===== src/rtl/ext_trigger_generator_mc.sv =====
// Multi-channel external trigger generator: sync + edge detect, one-cycle fire, micro_ce-timed holdoff.
// Optional build macro EXT_TRIG_RETRIGGER_EN: edges during HOLD restart the holdoff count.
module ext_trigger_generator_mc #(
    parameter int unsigned NCH          = 4,
    parameter int unsigned HOLDOFF_BITS = 8,
    parameter int unsigned SYNC_STAGES  = 2
) (
    input  logic                    clk_i,
    input  logic                    rst_n_i,
    input  logic                    micro_ce_i,
    input  logic [NCH-1:0]          trig_i,
    input  logic [NCH-1:0]          enable_i,
    input  logic [HOLDOFF_BITS-1:0] holdoff_i,
    output logic [NCH-1:0]          trig_o,
    output logic                    trig_any_o,
    output logic [NCH-1:0]          busy_o,
    output logic [NCH-1:0]          reject_o
);

    typedef enum logic [1:0] {
        ST_IDLE = 2'd0,
        ST_FIRE = 2'd1,
        ST_HOLD = 2'd2
    } state_e;

    localparam logic [HOLDOFF_BITS-1:0] CNT_ONE = HOLDOFF_BITS'(1);

    logic [NCH-1:0]          sync_q [SYNC_STAGES];
    logic [NCH-1:0]          sync_d [SYNC_STAGES];
    logic [NCH-1:0]          hist_q, hist_d;
    logic [NCH-1:0]          edge_q, edge_d;
    logic [NCH-1:0]          flag;
    logic [NCH-1:0]          retrig;
    logic [NCH-1:0]          busy;
    state_e                  state_q [NCH];
    state_e                  state_d [NCH];
    logic [HOLDOFF_BITS-1:0] cnt_q [NCH];
    logic [HOLDOFF_BITS-1:0] cnt_d [NCH];
    logic [NCH-1:0]          trig_q, trig_d;
    logic                    trig_any_q, trig_any_d;

    // Detected edges are registered once more so trig_o lands SYNC_STAGES+1 edges after first sample.
    always_comb begin
        sync_d[0] = trig_i;
        for (int unsigned s = 1; s < SYNC_STAGES; s++) begin
            sync_d[s] = sync_q[s-1];
        end
        hist_d = sync_q[SYNC_STAGES-1];
        flag   = sync_q[SYNC_STAGES-1] & ~hist_q;
        edge_d = flag;
    end

    always_comb begin
`ifdef EXT_TRIG_RETRIGGER_EN
        retrig = edge_q & enable_i;
`else
        retrig = '0;
`endif
    end

    always_comb begin
        for (int unsigned c = 0; c < NCH; c++) begin
            state_d[c] = state_q[c];
            cnt_d[c]   = cnt_q[c];
            busy[c]    = (state_q[c] != ST_IDLE);
            case (state_q[c])
                ST_IDLE: begin
                    if (edge_q[c] && enable_i[c]) begin
                        state_d[c] = ST_FIRE;
                    end
                end
                ST_FIRE: begin
                    cnt_d[c]   = holdoff_i;
                    state_d[c] = (holdoff_i == '0) ? ST_IDLE : ST_HOLD;
                end
                ST_HOLD: begin
                    // A reload wins over a coincident tick so the dead time restarts in full.
                    if (retrig[c]) begin
                        cnt_d[c] = holdoff_i;
                        if (holdoff_i == '0) begin
                            state_d[c] = ST_IDLE;
                        end
                    end else if (micro_ce_i && (cnt_q[c] != '0)) begin
                        cnt_d[c] = cnt_q[c] - CNT_ONE;
                        if (cnt_q[c] == CNT_ONE) begin
                            state_d[c] = ST_IDLE;
                        end
                    end
                end
                default: state_d[c] = ST_IDLE;
            endcase
            trig_d[c] = (state_d[c] == ST_FIRE);
        end
        trig_any_d = |trig_d;
    end

    always_ff @(posedge clk_i) begin
        if (!rst_n_i) begin
            for (int unsigned s = 0; s < SYNC_STAGES; s++) begin
                sync_q[s] <= '0;
            end
            hist_q     <= '0;
            edge_q     <= '0;
            for (int unsigned c = 0; c < NCH; c++) begin
                state_q[c] <= ST_IDLE;
                cnt_q[c]   <= '0;
            end
            trig_q     <= '0;
            trig_any_q <= 1'b0;
        end else begin
            for (int unsigned s = 0; s < SYNC_STAGES; s++) begin
                sync_q[s] <= sync_d[s];
            end
            hist_q     <= hist_d;
            edge_q     <= edge_d;
            for (int unsigned c = 0; c < NCH; c++) begin
                state_q[c] <= state_d[c];
                cnt_q[c]   <= cnt_d[c];
            end
            trig_q     <= trig_d;
            trig_any_q <= trig_any_d;
        end
    end

    assign trig_o     = trig_q;
    assign trig_any_o = trig_any_q;
    assign busy_o     = busy;
    assign reject_o   = edge_q & busy;

endmodule


===== config.mk =====
export PLATFORM = sky130hd
export DESIGN_NAME = ext_trigger_generator_mc
export DESIGN_NICKNAME = d
export VERILOG_FILES = /design/src/rtl/ext_trigger_generator_mc.sv
export SDC_FILE = /design/constraint.sdc
export NUM_CORES = 1
export LEC_CHECK = 0
export BUFFER_PORTS_ARGS = -buffer_cell sky130_fd_sc_hd__buf_2
export CAP_MARGIN = 20
export CORE_ASPECT_RATIO = 1.5
export CORE_MARGIN = 2
export CORE_UTILIZATION = 50
export CTS_BUF_LIST = sky130_fd_sc_hd__clkbuf_4 sky130_fd_sc_hd__clkbuf_8 sky130_fd_sc_hd__clkbuf_16
export DETAILED_ROUTE_END_ITERATION = 12
export PLACE_DENSITY = 0.8
export RECOVER_POWER = 50
export SYNTH_ARGS = -nofsm -noshare
export SYNTH_HDL_FRONTEND = slang
export SYNTH_SLANG_ARGS = --single-unit

===== constraint.sdc =====
create_clock -name clk_i -period 2.18 [get_ports clk_i]
set_input_delay 0.109 -clock clk_i [delete_from_list [all_inputs] [get_ports clk_i]]
set_output_delay 0.109 -clock clk_i [all_outputs]
set_load 0.005 [all_outputs]

== Word level (Yosys, flattened, before mapping) ==
Memories as Yosys holds them, arrays and structs flattened.
Index checks and enable logic that the tools add are counted.
Cells by class
  reductions and logical operators: 22
  mux-type cells: 37
  bitwise operators: 13
  add/subtract/negate cells: 4
  equality and inequality tests: 16
Operators by type and width (count)
  $mux W8: 8
  $pmux W8 S2: 4
  $mux W2: 17
  $eq A8 B1 Y1 const B: 4
  $reduce_bool A8 Y1: 4
  $sub A8 B1 Y8 const B: 4
  $pmux W2 S3: 4
  $eq A2 B1 Y1 const B: 8
  $or A1 B1 Y1: 10
  $and A4 B4 Y4: 2
  $eq A2 B2 Y1 const B: 4
  $logic_and A1 B1 Y1: 8
  $logic_not A2 Y1: 4
  $logic_not A8 Y1: 1
  $mux W4: 2
  $reduce_bool A2 Y1: 4
  $not A4 Y4: 1
  $reduce_or A4 Y1: 1
  $mux W1: 2
Storage, ports and cells
  bits in registers: 13
  output and inout port bits: 13
  bits of input ports: 19
  bits in writable memories: 48
  memories kept: 3
  word-level logic and storage cells: 99
Memory list
  cnt_q: depth 4, bits a word 8, read ports 4, clocked after memory_dff 0, wr ports 4, line 37  | logic [HOLDOFF_BITS-1:0] cnt_q [NCH];
  state_q: depth 4, bits a word 2, read ports 4, clocked after memory_dff 0, wr ports 4, line 35  | state_e state_q [NCH];
  sync_q: depth 2, bits a word 4, read ports 2, clocked after memory_dff 0, wr ports 2, line 28  | logic [NCH-1:0] sync_q [SYNC_STAGES];

== Depth between registers and ports, before layout ==
Gate-level depths: netlist of run 1.
An unclocked memory read counts as a cell.
  depth after elaboration: 7
  gate-level depth with buffers: 7
  depth with buffers taken out: 6

== Worst setup path after synthesis of run 1 ==
Ideal clock, no wire load.
  path kind: reg2reg
  start: mem cnt_q[1][0]
  end: mem cnt_q[1][5]
  buffers on the path: 0
  arrival: 1.653 ns
  setup time: 0.119 ns
  required time: 2.061 ns
  path slack: 0.409 ns
  stages on the path, launching flop included: 7
  clock period less this slack: 1.771 ns
  path through: dfxtp_1 inv_1 ha_1 or4b_4 o21a_1 o21a_1 o221a_1
RTL lines (line)
  from (decl): 37

==> impl_metrics.tcl, run 1 <==
set metrics [dict create \
    synth_edf_count 0 \
    initial_utilization_pct 51.2 \
    worst_pin_slew_ps 628 \
    min_to "state_q[2][0]" \
    timing.rr.end "cnt_q[1][5]" \
    slew_headroom_pct 57.7 \
    p_leak_uw 0.00150 \
    crit_type "reg2reg" \
    outcome "finished, final reports clean" \
    wl_um 8270 \
    final_common_cell "dfxtp_1" \
    mostFrequentLayoutCells "61 x dfxtp_1, 30 x nand2_1, 26 x a21oi_1, 25 x buf_2, 24 x nor2_1" \
    clockRootBuffer "clkbuf_8" \
    grt_use_total_pct 24.2 \
    synthCells 389 \
    fmax_mhz 526 \
    antenna_cells 0 \
    grt_max_degree 35 \
    period_needed_ps 1900 \
    yosys_warnings 0 \
    worstPathMaxFanout 6 \
    rows 36 \
    globalRouteOverflowTotal 0 \
    r2r_cells 6 \
    async_flop_share_pct 0 \
    vias_per_cell 6.17 \
    grt_pass1_vias 3012 \
    portBuffers 31 \
    syn2layout_area_growth_pct 11.8 \
    end_kind "register" \
    path_buf_inv 1 \
    synth_fp_nets 420 \
    grt_antenna_before_repair 0 \
    min_period_over_period_pct 87.1 \
    finalClockSkew_ps 12.6 \
    drt-initial-drc-count 141 \
    cpMaxStageDelayCell "or4b_4" \
    clock_latency_ps 340 \
    clkTransAtPathRegs_ps 70 \
    syn_area_per_cell_um2 8.48 \
    ys_ff_latch 61 \
    worstHoldStart "enable_i[2]" \
    ant_nets 0 \
    clockBufferDepth 2 \
    timing.rr.start "cnt_q[1][0]" \
    grt_pass1_wl_um 13800 \
    cts_tree "done" \
    ios 32 \
    cp_cell_sequence "inv_1 -> ha_1 -> or4b_4 -> o21a_1 -> nor2_1 -> o221a_1" \
    cts_num_sinks 61 \
    slowest_delay_ps 500 \
    cts_max_level 3 \
    hold_viol 0 \
    power_density_nw_per_um2 593 \
    dpl.hpwl_um 5810 \
    synthesis.area_um2 3300 \
    setup_viol 0 \
    synth_top_flop_cell "dfxtp_1" \
    drive_above_1_share_pct 14.7 \
    dieArea_um2 7270 \
    ir_drop_uv 444 \
    core-area_um2 6440 \
    die_w_um 70.3 \
    drcViolationCount 0 \
    final_max_slew_viol_count 0 \
    max_cap_violations 0 \
    path_delay_family "simple AND/OR/NAND/NOR gates" \
    synthDistinctLibCells 70 \
    first_pass_iters 4 \
    rsz0062_at_grt "no" \
    final_nets 449 \
    place_congestion 0.938 \
    cp-start-kind "register" \
    fill_cells 585 \
    rrSetupSlack_ps 280 \
    hold_path_class "in2reg" \
    dieHeight_um 103 \
    routedWlPerCell_um 16.6 \
    crit_arrival_ps 2190 \
    finalSetupTns_ps 0 \
    ys_seq_area_share_pct 37.0 \
    final_core_util_pct 57.2 \
    cts_buffers 9 \
    hold_depth 3 \
    worstPathRequired_ps 2470 \
    via_count 3079 \
]
worst max path at each step:
stage | from | to | cells after the start
6_report | cnt_q[1][0] | cnt_q[1][5] | 6
5_1_grt | cnt_q[1][0] | cnt_q[1][5] | 6
4_1_cts | cnt_q[1][0] | cnt_q[1][5] | 6
3_5_place_dp | cnt_q[1][0] | cnt_q[1][5] | 6
3_3_place_gp | cnt_q[1][0] | cnt_q[1][5] | 6
2_1_floorplan | cnt_q[1][0] | cnt_q[1][5] | 6
worst min-delay path, delay by kind of cell:
| family | cells | cell delay [ps] |
|---|---|---|
| simple gates | 2 | 140 |
| buf+inv | 1 | 90 |
synthesized netlist by cell type, types with 4 or more instances:
cell type / count / share of area [%]
o211ai_1: 5 / 1.1
o22ai_1: 4 / 0.76
a31oi_1: 8 / 1.5
nand4_1: 4 / 0.76
o21ai_0: 6 / 0.91
clkbuf_1: 13 / 1.5
nand3_1: 18 / 2.7
inv_1: 14 / 1.6
a221oi_1: 4 / 1.1
a32o_1: 8 / 2.4
o21a_1: 9 / 2.0
or4_1: 4 / 0.91
nand2_1: 30 / 3.4
dfxtp_1: 61 / 37
nor2_1: 24 / 2.7
and2_1: 19 / 3.6
a21oi_1: 26 / 3.9
a211oi_1: 5 / 1.1
nor2b_1: 10 / 1.9
nor3_1: 18 / 2.7
ha_1: 12 / 4.6
nand2b_1: 8 / 1.5
or3_1: 8 / 1.5
metrics by stage:
step,total power [uW],cells,hold WS (ps),worst slack [ps],instance area (um2)
3_5_place_dp,1330,479,320,293,3480
6_report,2190,499,58.9,281,3690
3_3_place_gp,1320,479,314,353,3480
4_1_cts,2210,499,48.3,287,3690
2_1_floorplan,1260,389,236,409,3300
5_1_grt,2270,499,74.7,158,3690
repair_timing:
| action | in CTS | in global routing |
|---|---|---|
| hold buffers | 4 | 0 |
| gates resized for setup | 0 | 0 |
| setup buffers | 0 | 0 |
| hold endpoints to repair | 4 | 0 |
sequential cells by signal (all words and copies together) (netlist names):
signal,cells
trig_any_o,1
sync_q,8
state_q,8
trig_o,4
cnt_q,32
edge_q,4
hist_q,4
where the power goes:
part	switching (uW)	leakage (uW)	internal, uW	total, uW
Combinational	96.8	0.000908	63.7	161
Clock	407	0.0000955	473	879
Sequential	12.3	0.000494	1130	1150
cell families after synthesis:
logic type | Yosys count | synth area share, %
and+or+nand+nor | 168 | 28.3
AOI/OAI and AO/OA | 110 | 24.9
DFF | 61 | 37.0
buffers and inverters | 36 | 4.55
adders and majority gates | 12 | 4.55
muxes | 2 | 0.607
area by class of cell:
type	instances	area (um2)	share of cell area [%]
multi-input combinational	292	1930	52.2
sequential	61	1220	33.1
timing repair buffer	39	218	5.90
clock buffer	14	161	4.38
tap	76	95.1	2.58
inverter	15	56.3	1.53
clock inverter	2	10.0	0.271
layer usage:
metal | share of wire [%] | track usage [%]
met1 | 42 | 26.3
met2 | 49 | 43.0
met3 | 5.2 | 5.23
met4 | 3.5 | 14.8
met5 | 0 | 0
(Power assumes the default switching activity.)
==> run 2: changes to the inputs <==
--- a/config.mk
+++ b/config.mk
@@ -5,6 +5,7 @@
 export SDC_FILE = /design/constraint.sdc
 export NUM_CORES = 1
 export LEC_CHECK = 0
+export ABC_AREA = 1
 export BUFFER_PORTS_ARGS = -buffer_cell sky130_fd_sc_hd__buf_2
 export CAP_MARGIN = 20
 export CORE_ASPECT_RATIO = 1.5
==> run 2 against run 1 <==
Net effect:
- die area increased by 2.1%
- first-iteration DRC count rose by 67%
- highest routed layer unchanged
- register-to-register slack better by 360 ps
- flip-flop and latch count unchanged
- area after synthesis up 2.2%
- synthesized cell count rose by 32%
- final cell count up 26%
- non-clock buffer count down 2
- critical path depth increased by 4
==> impl_metrics.tcl, run 2 <==
set metrics [dict create \
    cts_hold_buffers 4 \
    dr_wl_met2_um 3920 \
    place_congestion 0.912 \
    crit_arrival_ps 1730 \
    wl_met3_um 400 \
    dpl-instance-area_um2 3580 \
    syn2layout_area_growth_pct 14.6 \
    cpMaxStageDelayCell "dfxtp_1" \
    clockBufferDepth 2 \
    cts_resized 0 \
    largest_register_ffs 32 \
    final_max_slew_viol_count 0 \
    endpoint "cnt_q[1][6]" \
    die_w_um 71.0 \
    synth_commonest_cells "127 x nand2_1, 76 x inv_1, 69 x nor2_1, 61 x dfxtp_1, 41 x nand3_1" \
    crit_start "cnt_q[1][0]" \
    fill_cells 614 \
    synth_edf_count 0 \
    worstPathRequired_ps 2370 \
    hold_path_class "in2reg" \
    crit_type "reg2reg" \
    wirelength_met1_um 3220 \
    ys_seq_area_share_pct 36.2 \
    slew_headroom_pct 45.0 \
    grt_max_degree 34 \
    initial_utilization_pct 51.6 \
    routedWlPerCell_um 12.5 \
    rows 36 \
    async_flop_share_pct 0 \
    synth_fp_nets 544 \
    fmax_mhz 650 \
    synthCells 513 \
    top_layer "met4" \
    timing.rr.start "cnt_q[1][0]" \
    ir_drop_uv 580 \
    final_core_util_pct 59.1 \
    finalClockSkew_ps 7.22 \
    grt_pass1_wl_um 13300 \
    synth_area_leaders "dfxtp_1 36%, nand2_1 14%, inv_1 8.5%, nor2_1 7.7%, nand3_1 6.1%" \
    p_leak_uw 0.00198 \
    ys_ff_latch 61 \
    dpl.hpwl_um 5750 \
    rrSetupSlack_ps 640 \
    grt_pass1_vias 3044 \
    rsz0062_at_grt "no" \
    syn_area_per_cell_um2 6.57 \
    cts_tree "done" \
    portBuffers 31 \
    cp-start-kind "register" \
    globalRouteOverflowTotal 0 \
    slowest_delay_ps 350 \
    r2r_cells 10 \
    synth.most_common_cell "nand2_1" \
    ios 32 \
    worst_pin_slew_ps 824 \
    regMostFlops "cnt_q" \
    synthesis.area_um2 3370 \
    multi_input_area_um2 1780 \
    yosysTopAreaCell "dfxtp_1" \
    cts_setup_buffers 0 \
    end_kind "register" \
    mostFrequentLayoutCells "127 x nand2_1, 76 x inv_1, 69 x nor2_1, 61 x dfxtp_1, 41 x nand3_1" \
    synth_top_area_share_pct 36.2 \
    cts_num_sinks 61 \
    cts_max_level 3 \
    timing.rr.end "cnt_q[1][6]" \
    min_period_over_period_pct 70.5 \
    core-area_um2 6530 \
    setup_viol 0 \
    clock_latency_ps 350 \
    dieArea_um2 7430 \
    power_density_nw_per_um2 671 \
    drt-initial-drc-count 236 \
    via_count 3262 \
    cts_buffers 9 \
    clockRootBuffer "clkbuf_8" \
    ff_latch_area_um2 1220 \
    grt_antenna_before_repair 0 \
    antenna_cells 0 \
    design_area_um2 3860 \
    final_common_cell "nand2_1" \
    yosys_warnings 0 \
    max_cap_violations 0 \
    wl_um 7910 \
    final_nets 581 \
    synth_top_flop_cell "dfxtp_1" \
    hold_viol 0 \
    finalSetupTns_ps 0 \
    worstPathMaxFanout 9 \
    timing.hold.ws_ps 74.2 \
    dieHeight_um 105 \
    cp_cell_sequence "inv_1 -> ha_1 -> inv_1 -> nor2_1 -> nand2_1 -> nand3_2 -> nand2_4 -> clkinv_2 -> nand2_1 -> a21oi_1" \
    vias_per_cell 5.17 \
    drcViolationCount 0 \
    first_pass_iters 4 \
    power_uw 2590 \
    period_needed_ps 1540 \
    synthDistinctLibCells 29 \
    grt_use_total_pct 22.6 \
    clkTransAtPathRegs_ps 70 \
    top_regs "cnt_q (32), state_q (8), sync_q (8)" \
    outcome "finished, final reports clean" \
    ant_nets 0 \
    drive_above_1_share_pct 13.3 \
]
-- run 2: cell types whose count changed in the layout (fill, tap and decap cells not counted), sizes merged, moves of 9 or more --
cell   change
and2      -18
inv       +68
nand2    +106
nand3     +28
nor2      +54
nor2b     -10
nor3      -19
o21a       -9
o21ai     +36
or3       -10
-- run 2: per-stage QoR --
step	setup WS, ps	instances
2_1_floorplan	863	513
3_3_place_gp	657	611
3_5_place_dp	671	611
4_1_cts	660	631
5_1_grt	490	631
6_report	642	631
-- run 2: final cells by class --
cell class	instances	area share (%)
Inverter	83	8.10
Sequential cell	61	31.6
Clock buffer	12	3.95
Timing Repair Buffer	37	5.22
Clock inverter	4	2.46
Multi-Input combinational cell	358	46.2
Tap cell	76	2.46
-- run 2: routing by layer --
metal  global-route usage (%)  vias up
met4                     12.9        0
met5                        0        -
li1                         -     1668
met3                     5.30       32
met1                     25.0     1475
met2                     38.7       87
-- run 2: kinds of logic (layout without fill, tap and decap cells) --
kind of cell	after synthesis	count (layout)	share of synthesized area (%)
adder cells (fa/ha/maj)	12	12	4.45
XOR/XNOR	6	6	1.56
flip-flops	61	61	36.2
buffers and inverters	94	136	10.9
AO/OA/AOI/OAI	72	72	10.8
AND/OR/NAND/NOR	268	268	36.1
-- run 2: worst min-delay path by stage --
stage	to	slack [ps]	startpoint	depth (start not counted)
after floorplan	sync_q[0][0]	210	trig_i[0]	2
after global placement	sync_q[0][1]	290	trig_i[1]	3
after detailed placement	sync_q[0][0]	300	trig_i[0]	3
after CTS	trig_o[2]	60	enable_i[2]	3
after global routing	state_q[2][0]	70	enable_i[2]	3
final	trig_o[2]	70	enable_i[2]	3
-- run 2: worst max-delay path: cells and delay by family, from the launching register on --
kind / cells / cell delay [ps]
and+or+nand+nor: 5 / 500
DFF: 1 / 350
buffers and inverters: 3 / 290
adders and majority gates: 1 / 200
AOI/OAI and AO/OA: 1 / 60
-- run 2: where the power goes --
group	total, uW	internal, uW	switching (uW)
Clock	1250	814	433
Combinational	197	69.5	128
Sequential	1150	1140	11.2
==> run 3: changes to the inputs <==
--- a/config.mk
+++ b/config.mk
@@ -13,7 +13,7 @@
 export CORE_UTILIZATION = 50
 export CTS_BUF_LIST = sky130_fd_sc_hd__clkbuf_4 sky130_fd_sc_hd__clkbuf_8 sky130_fd_sc_hd__clkbuf_16
 export DETAILED_ROUTE_END_ITERATION = 12
-export PLACE_DENSITY = 0.8
+export PLACE_DENSITY = 0.83
 export RECOVER_POWER = 50
 export SYNTH_ARGS = -nofsm -noshare
 export SYNTH_HDL_FRONTEND = slang
==> constraint.sdc (replaced) <==
create_clock -name clk_i -period 1.35 [get_ports clk_i]
set_input_delay 0.0675 -clock clk_i [delete_from_list [all_inputs] [get_ports clk_i]]
set_output_delay 0.0675 -clock clk_i [all_outputs]
set_load 0.005 [all_outputs]
==> run 3 against run 2 <==
Net effect:
- the flow now finishes with violations (setup timing)
- die area unchanged
- sequential share of layout area down 5.4 points
- via count up 18%
- sequential power up 61%
- critical path type unchanged
- first-iteration DRC count up 30%
- count of clock-buffer cells in the layout down 2
- total power up 58%
==> impl_metrics.tcl, run 3 (synthesis results as in run 2) <==
set metrics [dict create \
    wl_um 11100 \
    core-area_um2 6530 \
    rsz0062_at_grt "yes" \
    power_uw 4100 \
    use_met2_pct 46.2 \
    fill_cells 425 \
    cts_num_sinks 61 \
    pwr-share-clk_pct 44.1 \
    min_period_over_period_pct 110 \
    portBuffers 31 \
    power.internal_uw 3070 \
    violations "setup timing" \
    vias_per_cell 5.60 \
    syn2layout_area_growth_pct 41.0 \
    finalClockSkew_ps 14.0 \
    grt_max_degree 34 \
    place_congestion 0.934 \
    final_max_slew_viol_count 0 \
    p_sw_uw 1030 \
    hold_viol 0 \
    swShare_pct 25.1 \
    finalSetupTns_ps -1110 \
    cts_tree "done" \
    top_regs "cnt_q (32), state_q (8), sync_q (8)" \
    grt_pass1_wl_um 15900 \
    ant_nets 0 \
    grt_use_total_pct 26.7 \
    antenna_cells 0 \
    grt_antenna_before_repair 0 \
    power_density_nw_per_um2 862 \
    outcome "finished, violations left" \
    crit_type "reg2reg" \
    regMostFlops "cnt_q" \
    mostFrequentLayoutCells "104 x nand2_1, 61 x inv_1, 60 x nor2_1, 48 x buf_4, 44 x dfxtp_1" \
    rows 36 \
    hold_depth 3 \
    clockBufferDepth 2 \
    grt_pass1_vias 3673 \
    worst_pin_slew_ps 448 \
    period_needed_ps 1480 \
    routedWlPerCell_um 16.1 \
    clkTransAtPathRegs_ps 70 \
    final_common_cell "nand2_1" \
    via_count 3862 \
    crit_arrival_ps 1760 \
    dpl.cell_count 637 \
    setup_viol 20 \
    dpl.hpwl_um 6120 \
    hold_path_class "in2reg" \
    slew_headroom_pct 70.1 \
    cp-start-kind "register" \
    initial_utilization_pct 51.6 \
    drt-initial-drc-count 306 \
    clock_latency_ps 350 \
    p_leak_uw 0.00242 \
    drcViolationCount 0 \
    dieArea_um2 7430 \
    ios 32 \
    worstPathMaxFanout 6 \
    globalRouteOverflowTotal 0 \
    clockRootBuffer "clkbuf_8" \
    grtUsageMet3_pct 5.50 \
    busiest_layer "met2" \
    first_pass_iters 5 \
    finalNonFillerCells 690 \
    seqPwrFrac_pct 45.2 \
    final_nets 641 \
    cts_buffers 9 \
    comb_power_share_pct 10.7 \
    die_w_um 71.0 \
    dieHeight_um 105 \
    cts_max_level 3 \
    largest_register_ffs 32 \
    worstPathRequired_ps 1630 \
    max_cap_violations 0 \
    drive_above_1_share_pct 39.6 \
    r2r_cells 6 \
    ir_drop_uv 719 \
    fmax_mhz 676 \
    setup_slack_ps -128 \
    end_kind "register" \
    use_met1_pct 28.2 \
]
==> run 3: layer usage <==
layer,part of all wire (%),wire length [um]
met1,37,4080
met2,50,5580
met3,7.1,788
met4,6.2,686
met5,0,0
==> run 3: final timing paths <==
| path | startpoint | to | slack [ps] |
|---|---|---|---|
| setup reg to reg | state_q[1][1] | cnt_q[1][1] | -130 |
| hold reg to reg | hist_q[0] | edge_q[0] | 380 |
| hold / removal | enable_i[2] | state_q[2][0] | 30 |
| setup / recovery | state_q[1][1] | cnt_q[1][1] | -130 |
==> run 3: what timing repair did <==
| action | CTS | global route |
|---|---|---|
| cloned | 0 | 1 |
| gates resized for setup | 47 | 114 |
| setup endpoints to repair | 26 | 35 |
| endpoints found under the hold margin | 4 | 0 |
| hold buffers | 4 | 0 |
| pin swaps | 11 | 31 |
| setup buffers | 21 | 12 |
==> run 3: layout make-up <==
class | instances | area (um2) | area share (%)
multi-input combinational | 359 | 2160 | 45.5
tap | 76 | 95.1 | 2.00
clock buffer | 10 | 138 | 2.90
clock inverter | 5 | 75.1 | 1.58
inverter | 83 | 337 | 7.08
timing repair buffer | 96 | 702 | 14.8
sequential | 61 | 1240 | 26.2
==> run 3: metrics by stage <==
step / setup slack, ps / area, um2 / util [%] / hold slack (ps)
4_1_cts: -14.2 / 4280 / 65.5 / 29.1
3_3_place_gp: -23.5 / 3780 / 57.8 / 252
2_1_floorplan: 32.7 / 3370 / - / 165
6_report: -128 / 4750 / 72.8 / 29.5
3_5_place_dp: -81.4 / 3780 / 57.8 / 255
5_1_grt: -179 / 4750 / 72.8 / 51.8
==> run 3: power groups by stage <==
stage / clock, uW / combinational, uW / sequential [uW]
floorplan: 0 / 212 / 1890
global placement: 0 / 314 / 1890
detailed placement: 0 / 321 / 1890
CTS: 1800 / 357 / 1850
global route: 1870 / 475 / 1860
finish: 1810 / 437 / 1850
==> run 3: critical path, stage by stage, from the launching register on <==
cell and delay (ps):
dfxtp_1 340, inv_1 90, nor2_2 250, inv_1 200, o21ai_0 330, nor2_1 100, nor2_1 110
